### src/rtl/det_scan_pkg.sv
// Shared types and constants for det_scan_arbiter and its 1011 detector core.
// The overlap behaviour is selected by DET_SCAN_OVERLAP_EN inside det1011_core.
package det_scan_pkg;

    typedef enum logic [1:0] {IDLE, LOAD, SHIFT, DONE} scan_state_t;

    typedef enum logic [1:0] {S_IDLE, S_1, S_10, S_101} det_state_t;

    localparam logic [3:0] DET_PATTERN = 4'b1011;

endpackage

### src/rtl/det1011_core.sv
// Mealy 1011 detector, fed one bit per enabled cycle, synchronously clearable.
// DET_SCAN_OVERLAP_EN defined: a hit leaves the detector in S_1 so matches may share a bit.
module det1011_core
    import det_scan_pkg::*;
(
    input  logic clk,
    input  logic rst,
    input  logic i_clr,
    input  logic i_en,
    input  logic i_seq,
    output logic o_det
);

    det_state_t state_q, state_d;
    logic       hit;

    assign hit   = (state_q == S_101) && (i_seq == DET_PATTERN[0]);
    assign o_det = i_en && hit;

    always_ff @(posedge clk or posedge rst) begin
        if (rst) begin
            state_q <= S_IDLE;
        end else begin
            state_q <= state_d;
        end
    end

    always_comb begin
        state_d = state_q;
        if (i_clr) begin
            state_d = S_IDLE;
        end else if (i_en) begin
            case (state_q)
                S_IDLE: state_d = (i_seq == DET_PATTERN[3]) ? S_1   : S_IDLE;
                S_1:    state_d = (i_seq == DET_PATTERN[2]) ? S_10  : S_1;
                S_10:   state_d = (i_seq == DET_PATTERN[1]) ? S_101 : S_IDLE;
                S_101: begin
                    // A 0 here leaves "10" as the longest useful suffix.
                    if (!hit) begin
                        state_d = S_10;
                    end else begin
`ifdef DET_SCAN_OVERLAP_EN
                        state_d = S_1;
`else
                        state_d = S_IDLE;
`endif
                    end
                end
                default: state_d = S_IDLE;
            endcase
        end
    end

endmodule

### src/rtl/det_scan_arbiter.sv
// Round-robin scheduler sharing one 1011 detector between NUM_REQ word channels.
// Overlapping-match counting is enabled by defining DET_SCAN_OVERLAP_EN.
module det_scan_arbiter
    import det_scan_pkg::*;
#(
    parameter int NUM_REQ = 4,
    parameter int WORD_W  = 8,
    parameter int CNT_W   = 4
) (
    input  logic                       clk,
    input  logic                       rst,
    input  logic [NUM_REQ-1:0]         i_req,
    input  logic [NUM_REQ*WORD_W-1:0]  i_word,
    output logic [NUM_REQ-1:0]         o_gnt,
    output logic                       o_busy,
    output logic                       o_done,
    output logic [$clog2(NUM_REQ)-1:0] o_done_id,
    output logic [CNT_W-1:0]           o_hits,
    output logic                       o_seq,
    output logic                       o_det
);

    localparam int               ID_W     = $clog2(NUM_REQ);
    localparam int               BIT_W    = $clog2(WORD_W);
    localparam logic [CNT_W-1:0] HIT_MAX  = '1;
    localparam logic [BIT_W-1:0] LAST_BIT = BIT_W'(WORD_W - 1);

    scan_state_t        state_q, state_d;
    logic [ID_W-1:0]    rr_ptr_q, rr_ptr_d;
    logic [ID_W-1:0]    win_id_q, win_id_d;
    logic [ID_W-1:0]    res_id_q, res_id_d;
    logic [WORD_W-1:0]  shreg_q, shreg_d;
    logic [BIT_W-1:0]   bit_cnt_q, bit_cnt_d;
    logic [CNT_W-1:0]   hits_q, hits_d;
    logic [CNT_W-1:0]   res_hits_q, res_hits_d;

    logic [WORD_W-1:0]  words [NUM_REQ];
    logic [NUM_REQ-1:0] req_rot;
    logic               win_vld;
    logic [ID_W-1:0]    win_idx, win_nxt;
    logic               det_clr, det_en;

    for (genvar k = 0; k < NUM_REQ; k++) begin : g_unpack
        assign words[k] = i_word[k*WORD_W +: WORD_W];
    end

    // Rotate requests so bit 0 is the channel at rr_ptr, then take the first set bit.
    always_comb begin
        int off;
        int sum;
        req_rot = NUM_REQ'({i_req, i_req} >> rr_ptr_q);
        win_vld = 1'b0;
        off     = 0;
        for (int i = 0; i < NUM_REQ; i++) begin
            if (!win_vld && req_rot[i]) begin
                win_vld = 1'b1;
                off     = i;
            end
        end
        sum = int'(rr_ptr_q) + off;
        if (sum >= NUM_REQ) sum = sum - NUM_REQ;
        win_idx = ID_W'(sum);
        win_nxt = (sum == NUM_REQ - 1) ? '0 : ID_W'(sum + 1);
    end

    det1011_core u_det (
        .clk   (clk),
        .rst   (rst),
        .i_clr (det_clr),
        .i_en  (det_en),
        .i_seq (o_seq),
        .o_det (o_det)
    );

    always_ff @(posedge clk or posedge rst) begin
        if (rst) begin
            state_q    <= IDLE;
            rr_ptr_q   <= '0;
            win_id_q   <= '0;
            res_id_q   <= '0;
            shreg_q    <= '0;
            bit_cnt_q  <= '0;
            hits_q     <= '0;
            res_hits_q <= '0;
        end else begin
            state_q    <= state_d;
            rr_ptr_q   <= rr_ptr_d;
            win_id_q   <= win_id_d;
            res_id_q   <= res_id_d;
            shreg_q    <= shreg_d;
            bit_cnt_q  <= bit_cnt_d;
            hits_q     <= hits_d;
            res_hits_q <= res_hits_d;
        end
    end

    always_comb begin
        state_d    = state_q;
        rr_ptr_d   = rr_ptr_q;
        win_id_d   = win_id_q;
        res_id_d   = res_id_q;
        shreg_d    = shreg_q;
        bit_cnt_d  = bit_cnt_q;
        hits_d     = hits_q;
        res_hits_d = res_hits_q;
        o_gnt      = '0;
        det_clr    = 1'b0;
        det_en     = 1'b0;
        case (state_q)
            IDLE: begin
                if (|i_req) state_d = LOAD;
            end
            LOAD: begin
                // A request withdrawn before grant just falls back to IDLE.
                if (win_vld) begin
                    o_gnt[win_idx] = 1'b1;
                    shreg_d        = words[win_idx];
                    win_id_d       = win_idx;
                    rr_ptr_d       = win_nxt;
                    det_clr        = 1'b1;
                    hits_d         = '0;
                    bit_cnt_d      = '0;
                    state_d        = SHIFT;
                end else begin
                    state_d = IDLE;
                end
            end
            SHIFT: begin
                det_en    = 1'b1;
                shreg_d   = {shreg_q[WORD_W-2:0], 1'b0};
                bit_cnt_d = bit_cnt_q + 1'b1;
                if (o_det && (hits_q != HIT_MAX)) hits_d = hits_q + 1'b1;
                // Result registers load on the last bit so they are valid during DONE.
                if (bit_cnt_q == LAST_BIT) begin
                    res_hits_d = hits_d;
                    res_id_d   = win_id_q;
                    state_d    = DONE;
                end
            end
            DONE: begin
                state_d = (|i_req) ? LOAD : IDLE;
            end
            default: state_d = IDLE;
        endcase
    end

    assign o_seq     = (state_q == SHIFT) && shreg_q[WORD_W-1];
    assign o_busy    = (state_q != IDLE);
    assign o_done    = (state_q == DONE);
    assign o_done_id = res_id_q;
    assign o_hits    = res_hits_q;

endmodule

### config.mk
export PLATFORM = sky130hd
export DESIGN_NAME = det_scan_arbiter
export DESIGN_NICKNAME = d
export VERILOG_FILES = /design/src/rtl/det_scan_pkg.sv /design/src/rtl/det1011_core.sv /design/src/rtl/det_scan_arbiter.sv
export SDC_FILE = /design/constraint.sdc
export NUM_CORES = 1
export LEC_CHECK = 0
export BUFFER_PORTS_ARGS = -buffer_cell sky130_fd_sc_hd__buf_2
export CAP_MARGIN = 40
export CORE_ASPECT_RATIO = 2
export CORE_MARGIN = 2
export CORE_UTILIZATION = 25
export CTS_CLUSTER_SIZE = 14
export DETAILED_ROUTE_END_ITERATION = 7
export SLEW_MARGIN = 20
export SYNTH_ARGS = -nofsm -noshare
export SYNTH_HDL_FRONTEND = slang
export SYNTH_SLANG_ARGS = --single-unit
### constraint.sdc
create_clock -name clk -period 4.8 [get_ports clk]
set_input_delay 0.96 -clock clk [delete_from_list [all_inputs] [get_ports clk]]
set_output_delay 0.96 -clock clk [all_outputs]
set_load 0.02 [all_outputs]
; Word-level counts from Yosys, hierarchy flattened
; Cells that the tools add are included.
[totals]
inputBits = 38
output_inout_bits = 14
memories = 0
latchBits = 0
ramBits = 0
register_bits = 29
rom_bits = 0
[op_classes]
n_bitwise = 1
n_eq_ne = 12
reduce_logical = 21
n_shift = 1
add_sub_neg = 5
div_mod_pow = 0
n_lt_le_gt_ge = 4
n_mux = 38
n_mul = 0
[ops]
columns = op, n
row1 = $mux W32, 3
row2 = $add A3 B32 Y32, 1
row3 = $eq A32 B3 Y1 const B, 1
row4 = $ge A32 B4 Y1 const B, 1
row5 = $sub A32 B4 Y32 const B, 1
row6 = $mux W8, 3
row7 = $mux W2, 9
row8 = $bmux W8 S2, 1
row9 = $mux W4, 4
row10 = $pmux W2 S4, 2
row11 = $pmux W8 S2, 1
row12 = $mux W1, 11
row13 = $eq A2 B2 Y1 const B, 4
row14 = $logic_and A1 B1 Y1, 8
row15 = $pmux W4 S2, 1
row16 = $reduce_and A2 Y1, 4
row17 = $shr A8 B2 Y4, 1
row18 = $ne A2 B2 Y1 const B, 3
row19 = $pmux W3 S2, 1
row20 = $reduce_bool A2 Y1, 3
row21 = $add A4 B1 Y4 const B, 1
row22 = $eq A2 B1 Y1 const B, 2
row23 = $logic_not A2 Y1, 2
row24 = $ne A4 B4 Y1 const B, 1
row25 = 11 further kinds, 13

; Logic depth before layout (Yosys ltp)
; Gate-level depths: netlist (run 1).
[depth]
ltp_word = 20
depth_mapped = 13
depth_no_buf = 12

; Modules after synthesis
; A second synthesis (run 1) with hierarchy kept.
[hier_totals]
hier_cells = 218
hier_area_um2 = 1990.7
[modules_own_cells]
columns = module, seq_area_each_um2, instances, area_per_inst_um2, cells_per_inst
row1 = det_scan_arbiter, 675.6, 1, 1881.8, 205
row2 = det1011_core, 50.0, 1, 108.9, 13

; Worst setup path after synthesis (run 1)
; No wires, ideal clock.
[synth_timing]
kind = input to output
from = in i_req[2]
to = out o_gnt[1]
n_path_buf = 3
arrival_ps = 2885
path_slack_ps = 955
stages = 10
path_cell_list = buf_2 -> nor2_1 -> nor3_1 -> a21oi_1 -> o211ai_1 -> ha_1 -> clkbuf_1 -> clkbuf_1 -> nand2_1 -> nor2_1
[synth_via]
elab_chain_len = 20
word_cells_on_any_way = 25
cone_classes = 2 x add/sub / 3 x order compare / 1 x shift / 12 x mux / 7 x reduce/logical
[synth_rtl]
columns = item, line
row1 = from (decl), det_scan_arbiter.sv:12  ; input logic [NUM_REQ-1:0] i_req,
row2 = $shr A8 B2 Y4 (*), det_scan_arbiter.sv:51  ; req_rot = NUM_REQ'({i_req, i_req} >> rr_ptr_q);
row3 = $mux W1, det_scan_arbiter.sv:55  ; if (!win_vld && req_rot[i]) begin
row4 = $logic_not A1 Y1, det_scan_arbiter.sv:55
row5 = $logic_and A1 B1 Y1, det_scan_arbiter.sv:55
row6 = $mux W1, det_scan_arbiter.sv:55
row7 = $logic_not A1 Y1, det_scan_arbiter.sv:55
row8 = $logic_and A1 B1 Y1, det_scan_arbiter.sv:55
row9 = $mux W1, det_scan_arbiter.sv:55
row10 = (+5 left out), n/a
row11 = $mux W32 (*), det_scan_arbiter.sv:61  ; if (sum >= NUM_REQ) sum = sum - NUM_REQ;
row12 = via win_idx[0], det_scan_arbiter.sv:40  ; logic [ID_W-1:0] win_idx, win_nxt;
row13 = $lt A2 B3 Y1 (not written as such) or $ge A2 B1 Y1 (tied branches), det_scan_arbiter.sv:116  ; o_gnt[win_idx] = 1'b1;
row14 = $logic_and A1 B1 Y1 (not written as such), det_scan_arbiter.sv:116
row15 = $mux W1 (not written as such), det_scan_arbiter.sv:116
row16 = $demux W1 S2 (*), det_scan_arbiter.sv:116
row17 = $mux W4 (*), det_scan_arbiter.sv:115  ; if (win_vld) begin
row18 = $mux W4 (*), det_scan_arbiter.sv:109  ; case (state_q)
row19 = to (decl), det_scan_arbiter.sv:14  ; output logic [NUM_REQ-1:0] o_gnt,
; Mark *: on every way through the listed nets, which the timed path passes. The rest lies on a longest branch.

; Worst setup path after layout (run 1)
[layout_timing]
from = in i_req[3]
to = out o_gnt[3]
[layout_via]
elab_chain_len = 20
word_cells_on_any_way = 25
cone_classes = 2 x add/sub / 3 x order compare / 1 x shift / 12 x mux / 7 x reduce/logical
[layout_rtl]
columns = item, line
row1 = $shr A8 B2 Y4 (*), det_scan_arbiter.sv:51
row2 = $mux W1, det_scan_arbiter.sv:55
row3 = $logic_not A1 Y1, det_scan_arbiter.sv:55
row4 = $logic_and A1 B1 Y1, det_scan_arbiter.sv:55
row5 = $mux W1, det_scan_arbiter.sv:55
row6 = $logic_not A1 Y1, det_scan_arbiter.sv:55
row7 = $logic_and A1 B1 Y1, det_scan_arbiter.sv:55
row8 = $mux W1, det_scan_arbiter.sv:55
row9 = (+4 left out), n/a
row10 = $sub A32 B4 Y32 or $ge A32 B4 Y1 (tied branches), det_scan_arbiter.sv:61
row11 = $mux W32, det_scan_arbiter.sv:61
row12 = $lt A2 B3 Y1 (not written as such) or $ge A2 B1 Y1 (tied branches), det_scan_arbiter.sv:116
row13 = $logic_and A1 B1 Y1 (not written as such), det_scan_arbiter.sv:116
row14 = $mux W1 (not written as such), det_scan_arbiter.sv:116
row15 = $demux W1 S2, det_scan_arbiter.sv:116
row16 = $mux W4 (*), det_scan_arbiter.sv:115
row17 = $mux W4 (*), det_scan_arbiter.sv:109
; Mark *: on every way between the ends. The rest lies on a longest branch, timed or not.

==> results.yml, run 1 <==
clock_tree:
  clkSinkCount: 29
  holdBufCountCts: 0
  root_buffer: "clkbuf_16"
  numCtsBuffers: 5
  cts_buffer_depth: 2
  worstSkewPairLatency_ps: 270
  postCtsSetupBuffers: 0
  cts_tree: "yes"
  clk_pin_slew_worst_paths_ps: 50
  htreeDepth: 2
  cts-resized-gates: 0
worst_setup_path:
  cp-startpoint: "i_req[3]"
  path_cells: "buf_2 -> and3b_1 -> o21ai_0 -> o211ai_1 -> ha_1 -> xnor2_1 -> nor3_2 -> nor2_1 -> inv_1 -> ha_1 -> and2_1 -> buf_2"
  end_kind: "primary output"
  critPathArrivalTime_ps: 3110
  r2r_slack_ps: 2220
  worstSetupPathType: "in2out"
  cp-start-kind: "input port"
  r2r-start: "rr_ptr_q[0]"
  critPathCapture: "o_gnt[3]"
  r2r-end: "rr_ptr_q[1]"
  crit_fanout: 9
  worst_r2r_path_depth: 11
  crit_path_max_incr_delay_ps: 440
  cp.required_ps: 3840
  cpMaxStageDelayCell: "nor3_2"
grt:
  grt_usage_pct: 12.1
  grt_pass1_vias: 1691
  grt_max_degree: 33
  antenna_found_initial: 0
  grt-ovfl-total: 0
  grt_pass1_wl_um: 7650
sta:
  tns_ps: 0
  slew_violations: 0
  maxSlewHeadroom_pct: 56.0
  rsz0062_at_grt: "no"
  whs_ps: 470
  fmax_mhz: 246
  skew_ps: 5.78
  worstMarginPinSlew_ps: 656
  fin_crit_ps: 4070
  fin_crit_sh_pct: 84.7
  hold_viol_final: 0
  finalSetupViolCount: 0
pwr:
  powerDensity_mw_per_mm2: 632
  power_uw: 1470
  power_leakage_uw: 0.00109
  peakVddDrop_mv: 0.371
final_layout:
  antenna_cells: 0
  layout_common_cells: "buf_2 (51), dfrtp_1 (29), nand2_1 (21)"
  area_growth_pct: 26.8
  fin_area_mm2: 0.00233
  nets: 293
  layout_commonest_cell: "buf_2"
  utilization_pct: 32.3
  n_fill_cell: 756
  drive_gt1_share_pct: 28.8
logic_synthesis:
  yosysWarnings: 0
  synth_edf_count: 0
  synth_area_mm2: 0.00184
  synth_flop_cell: "dfrtp_1"
  synth.distinct_cells: 48
  ys_seq_area_share_pct: 39.5
  ys_ff_latch: 29
  synth_nets: 243
  avgSynthCellArea_um2: 9.18
  synthCells: 200
  async_flop_share_pct: 100
place:
  numPortBuffers: 51
  routabilityCongestion: 0.770
  dp_hpwl_um: 3650
  postPlaceCellArea_mm2: 0.00219
routing:
  via_per_inst: 4.94
  drtPass1Iterations: 4
  drc: 0
  antenna_left: 0
  routed_wl_um: 4590
  wl_per_cell_um: 13.4
  num_vias: 1691
  drt_iter0_markers: 37
floorplan:
  dieArea_mm2: 0.00809
  core_mm2: 0.00721
  start_util_pct: 25.5
  die_h_um: 125
  die_w_um: 64.6
  num_io_pins: 52
  row_count: 44
run:
  drv_cap: 0
outcome:
  outcome: "finished, final reports clean"
worst_hold_path:
  hold_class: "reg2reg"
## per-layer routing
metal,up-vias,part of all wire (%),track usage [%]
met5,-,0,0
met4,0,3.2,7.26
met1,798,39,12.5
li1,842,-,-
met3,10,3.8,2.25
met2,41,54,22.1
## cell families (layout without fill, tap and decap cells)
family | after synthesis | after routing | share of synthesized area [%]
compound gates | 60 | 60 | 24.3
flops | 29 | 29 | 39.5
buf+inv | 16 | 66 | 3.75
xor+xnor | 3 | 3 | 1.43
mux | 6 | 6 | 3.47
simple gates | 81 | 81 | 24.1
fa+ha+maj | 5 | 5 | 3.41
## synthesized netlist by cell type, drive strengths merged, types with 2 or more instances
cell type / instances / area share [%]
a2111oi: 8 / 3.8
a21o: 2 / 0.82
a21oi: 10 / 3.5
a221oi: 8 / 3.8
a32o: 2 / 1.1
and2: 2 / 0.68
and3: 6 / 2.0
and3b: 2 / 0.95
buf: 5 / 1.5
clkbuf: 6 / 1.2
dfrtp: 29 / 40
ha: 5 / 3.4
inv: 5 / 1.0
mux2: 3 / 1.8
mux2i: 3 / 1.6
nand2: 21 / 4.3
nand2b: 3 / 1.4
nand3: 4 / 1.4
nor2: 13 / 2.7
nor2b: 16 / 5.4
nor3: 5 / 1.6
nor3b: 2 / 0.82
nor4: 2 / 0.68
o211ai: 2 / 0.82
o21ai: 12 / 3.3
o31ai: 8 / 3.3
xnor2: 2 / 0.95
## worst min path at each step
| stage | slack [ps] | startpoint | cells past startpoint | end |
|---|---|---|---|---|
| 3_5_place_dp | 470 | win_id_q[0] | 2 | win_id_q[0] |
| 5_1_grt | 520 | o_hits[2] | 2 | o_hits[2] |
| 6_report | 470 | win_id_q[0] | 2 | win_id_q[0] |
| 2_1_floorplan | 440 | win_id_q[0] | 2 | win_id_q[0] |
| 3_3_place_gp | 460 | o_hits[1] | 2 | o_hits[1] |
| 4_1_cts | 480 | win_id_q[0] | 2 | win_id_q[0] |
## stage by stage
stage / cells / setup slack (ps)
finish: 342 / 734
global route: 342 / 512
CTS: 342 / 724
detailed placement: 335 / 730
global placement: 334 / 819
floorplan: 200 / 955
## critical path, delay by kind of cell
family / cells / cell delay [ps]
adder cells (fa/ha/maj): 2 / 370
AO/OA/AOI/OAI: 2 / 260
AND/OR/NAND/NOR: 4 / 900
XOR/XNOR: 1 / 160
buffers and inverters: 3 / 430
## sequential cells by signal (all words and copies together), names as in the netlist, named ones only
| register | count |
|---|---|
| u_det.state_q | 2 |
| win_id_q | 2 |
| bit_cnt_q | 3 |
| hits_q | 4 |
| o_done_id | 2 |
| rr_ptr_q | 2 |
| shreg_q | 8 |
| state_q | 1 |
| o_hits | 4 |
## area by class of cell
type | count | area (um^2) | area share [%]
clock buffer | 7 | 143 | 6.12
inverter | 5 | 18.8 | 0.806
multi-input combinational | 155 | 1040 | 44.7
sequential | 29 | 726 | 31.1
tap | 92 | 115 | 4.94
timing repair buffer | 54 | 285 | 12.2
## report_power, final
group / total [uW] / internal (uW) / switching [uW]
clock network: 304 / 203 / 101
registers: 400 / 329 / 71.0
logic: 768 / 297 / 472
Power figures use the tool's default switching activity.
==> inputs of run 2 (changes only) <==
==> constraint.sdc (replaced) <==
create_clock -name clk -period 3.5 [get_ports clk]
set_input_delay 0.7 -clock clk [delete_from_list [all_inputs] [get_ports clk]]
set_output_delay 0.7 -clock clk [all_outputs]
set_load 0.02 [all_outputs]
==> run 2 against run 1 <==
Compared with the run above: non-clock buffer count up 1; clock skew about the same; setup slack worse by 520 ps; die area unchanged; utilization up 1.0 points; clock-buffer cell count unchanged; critical path type unchanged; largest cell class unchanged; largest power group unchanged.
==> results.yml, run 2 (synthesized netlist as in run 1, its figures left out) <==
place:
  numPortBuffers: 51
  place_ws_ps: -67.2
  routabilityCongestion: 0.763
  dp_hpwl_um: 3650
clock_tree:
  worstSkewPairLatency_ps: 280
  htreeDepth: 2
  cts_buffer_depth: 2
  numCtsBuffers: 5
  root_buffer: "clkbuf_16"
  cts_tree: "yes"
  clk_pin_slew_worst_paths_ps: 50
  clkSinkCount: 29
sta:
  fin_crit_ps: 3280
  maxSlewHeadroom_pct: 58.8
  fmax_mhz: 305
  hold_viol_final: 0
  skew_ps: 5.35
  finalSetupViolCount: 0
  worstMarginPinSlew_ps: 617
  whs_ps: 477
  slew_violations: 0
  rsz0062_at_grt: "no"
  worst_slack_ps: 218
  fin_crit_sh_pct: 93.8
final_layout:
  largest_reg_flops: 8
  nets: 294
  layout_common_cells: "buf_2 (51), dfrtp_1 (29), nand2_1 (21)"
  area_growth_pct: 30.8
  regArea_um2: 726
  utilization_pct: 33.3
  antenna_cells: 0
  n_fill_cell: 759
  regMostFlops: "shreg_q"
  layout_commonest_cell: "buf_2"
  multi_input_area_mm2: 0.00108
  drive_gt1_share_pct: 31.3
routing:
  wl_per_cell_um: 13.6
  via_per_inst: 4.89
  drc: 0
  drt_iter0_markers: 26
  antenna_left: 0
  num_vias: 1682
  routed_wl_um: 4660
  drtPass1Iterations: 4
pwr:
  peakVddDrop_mv: 0.680
  power_leakage_uw: 0.00111
  powerDensity_mw_per_mm2: 914
grt:
  grt_usage_pct: 12.7
  grt_max_degree: 33
  grt_pass1_wl_um: 7970
  grt_pass1_vias: 1695
  grt-ovfl-total: 0
  antenna_found_initial: 0
worst_setup_path:
  crit_fanout: 7
  cp.required_ps: 2800
  end_kind: "primary output"
  cp-start-kind: "input port"
  worstSetupPathType: "in2out"
  critPathArrivalTime_ps: 2580
floorplan:
  core_mm2: 0.00721
  die_w_um: 64.6
  start_util_pct: 25.5
  num_io_pins: 52
  row_count: 44
  die_h_um: 125
  dieArea_mm2: 0.00809
run:
  drv_cap: 0
outcome:
  outcome: "finished, final reports clean"
worst_hold_path:
  hold_class: "reg2reg"
-- run 2: changes by cell type in the layout (fill, tap and decap cells not counted), sizes merged --
cell and change:
bufinv +1, buf +1
-- run 2: per-stage QoR --
step	cell area (um^2)	instances	setup TNS, ps	total power (uW)
finish	2400	344	0	2200
global route	2400	344	0	2390
CTS	2360	343	0	2140
detailed placement	2180	335	-67.2	1620
global placement	2180	335	0	1600
floorplan	1840	200	0	1360
-- run 2: final timing paths --
check | start | to | slack (ps) | depth (start not counted)
setup / recovery | i_req[3] | o_gnt[3] | 220 | 12
hold / removal | win_id_q[0] | win_id_q[0] | 480 | 2
setup reg to reg | rr_ptr_q[0] | shreg_q[4] | 1050 | 8
hold reg to reg | win_id_q[0] | win_id_q[0] | 480 | 2
max in group asynchronous | rst | shreg_q[1] | 2590 | 2
min in group asynchronous | rst | o_hits[3] | 490 | 2
-- run 2: timing repair --
action / in CTS / in global routing
gates resized for setup: 1 / 6
setup endpoints to repair: 1 / 4
setup buffers: 0 / 1
pin swaps: 0 / 1
hold buffers: 0 / 0
-- run 2: cell type report --
| type | instances | area share (%) |
|---|---|---|
| well taps | 92 | 4.79 |
| inverters | 5 | 0.781 |
| clock buffers | 7 | 5.94 |
| flip-flops and latches | 29 | 30.2 |
| repair buffers | 55 | 11.9 |
| clock inverters | 1 | 1.25 |
| multi-input cells | 155 | 45.2 |
-- run 2: per-layer routing --
layer  routed length [um]  global-route usage, %
met1                 1770                   13.1
met4                  175                   7.88
met3                  150                   2.43
met5                    0                      0
met2                 2570                   22.7
-- run 2: report_power, final --
| part | leakage (uW) | switching (uW) | internal, uW | total, uW |
|---|---|---|---|---|
| clock | 0.0000841 | 148 | 355 | 503 |
| combinational | 0.000648 | 673 | 462 | 1140 |
| sequential | 0.000377 | 106 | 452 | 558 |
-- run 2: worst max-delay path: stages --
cell and delay [ps]:
buf_2 130, and3b_1 180, o21ai_0 180, o211ai_1 130, ha_2 250, xnor2_2 170
nor3_4 260, nor2_4 60, inv_1 100, ha_1 140, and2_1 120, buf_2 160
==> inputs of run 3 (changes only) <==
--- a/config.mk
+++ b/config.mk
@@ -6,7 +6,6 @@
 export NUM_CORES = 1
 export LEC_CHECK = 0
 export BUFFER_PORTS_ARGS = -buffer_cell sky130_fd_sc_hd__buf_2
-export CAP_MARGIN = 40
 export CORE_ASPECT_RATIO = 2
 export CORE_MARGIN = 2
 export CORE_UTILIZATION = 25
==> constraint.sdc (replaced) <==
create_clock -name clk -period 3.25 [get_ports clk]
set_input_delay 0.65 -clock clk [delete_from_list [all_inputs] [get_ports clk]]
set_output_delay 0.65 -clock clk [all_outputs]
set_load 0.02 [all_outputs]
==> run 3 against run 2 <==
Compared with the run above: setup slack got worse by 100 ps; utilization unchanged; combinational power increased by 9.6%.
==> results.yml, run 3 (synthesized netlist as in run 1, its figures left out) <==
outcome:
  outcome: "finished, final reports clean"
worst_hold_path:
  hold_class: "in2async"
worst_setup_path:
  cp-startpoint: "i_req[2]"
  worstSetupPathType: "in2out"
  cp.required_ps: 2600
  critPathCapture: "o_gnt[3]"
  crit_fanout: 8
  worst_r2r_path_depth: 9
  r2r-end: "shreg_q[2]"
  critPathArrivalTime_ps: 2480
  end_kind: "primary output"
  r2r_slack_ps: 730
  r2r-start: "rr_ptr_q[0]"
  cp-start-kind: "input port"
final_layout:
  fin_area_mm2: 0.00240
  area_growth_pct: 30.8
  layout_common_cells: "buf_2 (50), dfrtp_1 (28), nand2_1 (21)"
  fin_cells: 346
  antenna_cells: 0
  layout_commonest_cell: "buf_2"
  largest_reg_flops: 8
  drive_gt1_share_pct: 33.9
  regMostFlops: "shreg_q"
  nets: 296
routing:
  antenna_left: 0
  met1Wirelength_um: 1780
  wl_per_cell_um: 13.6
  num_vias: 1701
  routed_wl_um: 4720
  wl_met3_um: 156
  met2_length_um: 2660
  via_per_inst: 4.92
  drc: 0
  maxUsedRoutingLayer: "met4"
  drtPass1Iterations: 4
  drt_iter0_markers: 39
place:
  routabilityCongestion: 0.758
  dp_hpwl_um: 3640
  numPortBuffers: 51
  dp.cells: 338
  postPlaceCellArea_mm2: 0.00220
clock_tree:
  numCtsBuffers: 5
  worstSkewPairLatency_ps: 270
  htreeDepth: 2
  root_buffer: "clkbuf_16"
  cts_buffer_depth: 2
  clk_pin_slew_worst_paths_ps: 50
  cts_tree: "yes"
  clkSinkCount: 29
sta:
  maxSlewHeadroom_pct: 58.6
  worstMarginPinSlew_ps: 605
  skew_ps: 6.70
  finalSetupViolCount: 0
  slew_violations: 0
  fin_crit_sh_pct: 96.4
  rsz0062_at_grt: "yes"
  fmax_mhz: 319
  hold_viol_final: 0
  fin_crit_ps: 3130
floorplan:
  row_count: 44
  die_h_um: 125
  core_mm2: 0.00721
  start_util_pct: 25.5
  die_w_um: 64.6
  num_io_pins: 52
  dieArea_mm2: 0.00809
grt:
  grt_max_degree: 33
  grt_usage_pct: 12.3
  grt_pass1_wl_um: 7690
  grt_pass1_vias: 1655
  grt-ovfl-total: 0
  antenna_found_initial: 0
run:
  drv_cap: 0
pwr:
  p_seq_share_pct: 25.7
  peakVddDrop_mv: 0.540
  switching_share_pct: 43.0
  power_leakage_uw: 0.00111
  pwr-share-clk_pct: 20.6
  combPwrFrac_pct: 53.7
  powerDensity_mw_per_mm2: 967
  switchingPower_uw: 1000
  p_int_uw: 1320
==> run 3: worst min path at each step <==
stage	slack [ps]	to	cells after the start
3_3_place_gp	460	o_hits[3]	2
6_report	440	o_hits[2]	2
3_5_place_dp	470	win_id_q[0]	2
4_1_cts	480	win_id_q[0]	2
5_1_grt	500	o_hits[2]	2
2_1_floorplan	440	win_id_q[0]	2
==> run 3: layout make-up <==
cell class	count	area (um^2)
sequential	29	727
inverter	5	18.8
timing repair buffer	57	303
multi-input combinational	155	1080
clock inverter	1	5.00
tap	92	115
clock buffer	7	153
fill	741	4810
==> run 3: worst max-delay path: stages <==
cell and delay [ps]:
buf_2 190, nor2_4 60, nor3_1 170, a21oi_1 110, o211ai_1 100, ha_2 260
xor2_2 210, a21oi_4 50, nor2_2 130, inv_1 80, ha_1 170, and2_1 140
buf_4 150
==> run 3: timing repair <==
action / CTS / global route
gates resized for setup: 1 / 9
setup endpoints to repair: 1 / 3
hold buffers: 0 / 0
pin swaps: 0 / 1
setup buffers: 0 / 0
==> run 3: metal layers <==
layer  track usage [%]  vias to the layer above
li1                  -                      843
met4              7.13                        0
met3              1.62                        6
met5                 0                        -
met2              23.3                       38
met1              12.2                      814
==> run 3: power groups by stage <==
stage               Combinational (uW)  Clock, uW  Sequential, uW
floorplan                          913          0             555
global placement                  1200          0             590
detailed placement                1210          0             596
CTS                               1230        487             594
global route                      1390        501             621
finish                            1250        478             598
==> run 3: through the flow <==
stage,total power [uW],hold slack [ps],TNS (ps),setup WS (ps),utilization [%]
6_report,2320,444,0,116,33.3
4_1_cts,2310,481,0,37.3,32.8
5_1_grt,2520,501,-91.6,-91.6,33.3
2_1_floorplan,1470,443,0,25.2,-
3_5_place_dp,1810,469,0,30.4,30.5
3_3_place_gp,1790,460,0,120,30.5
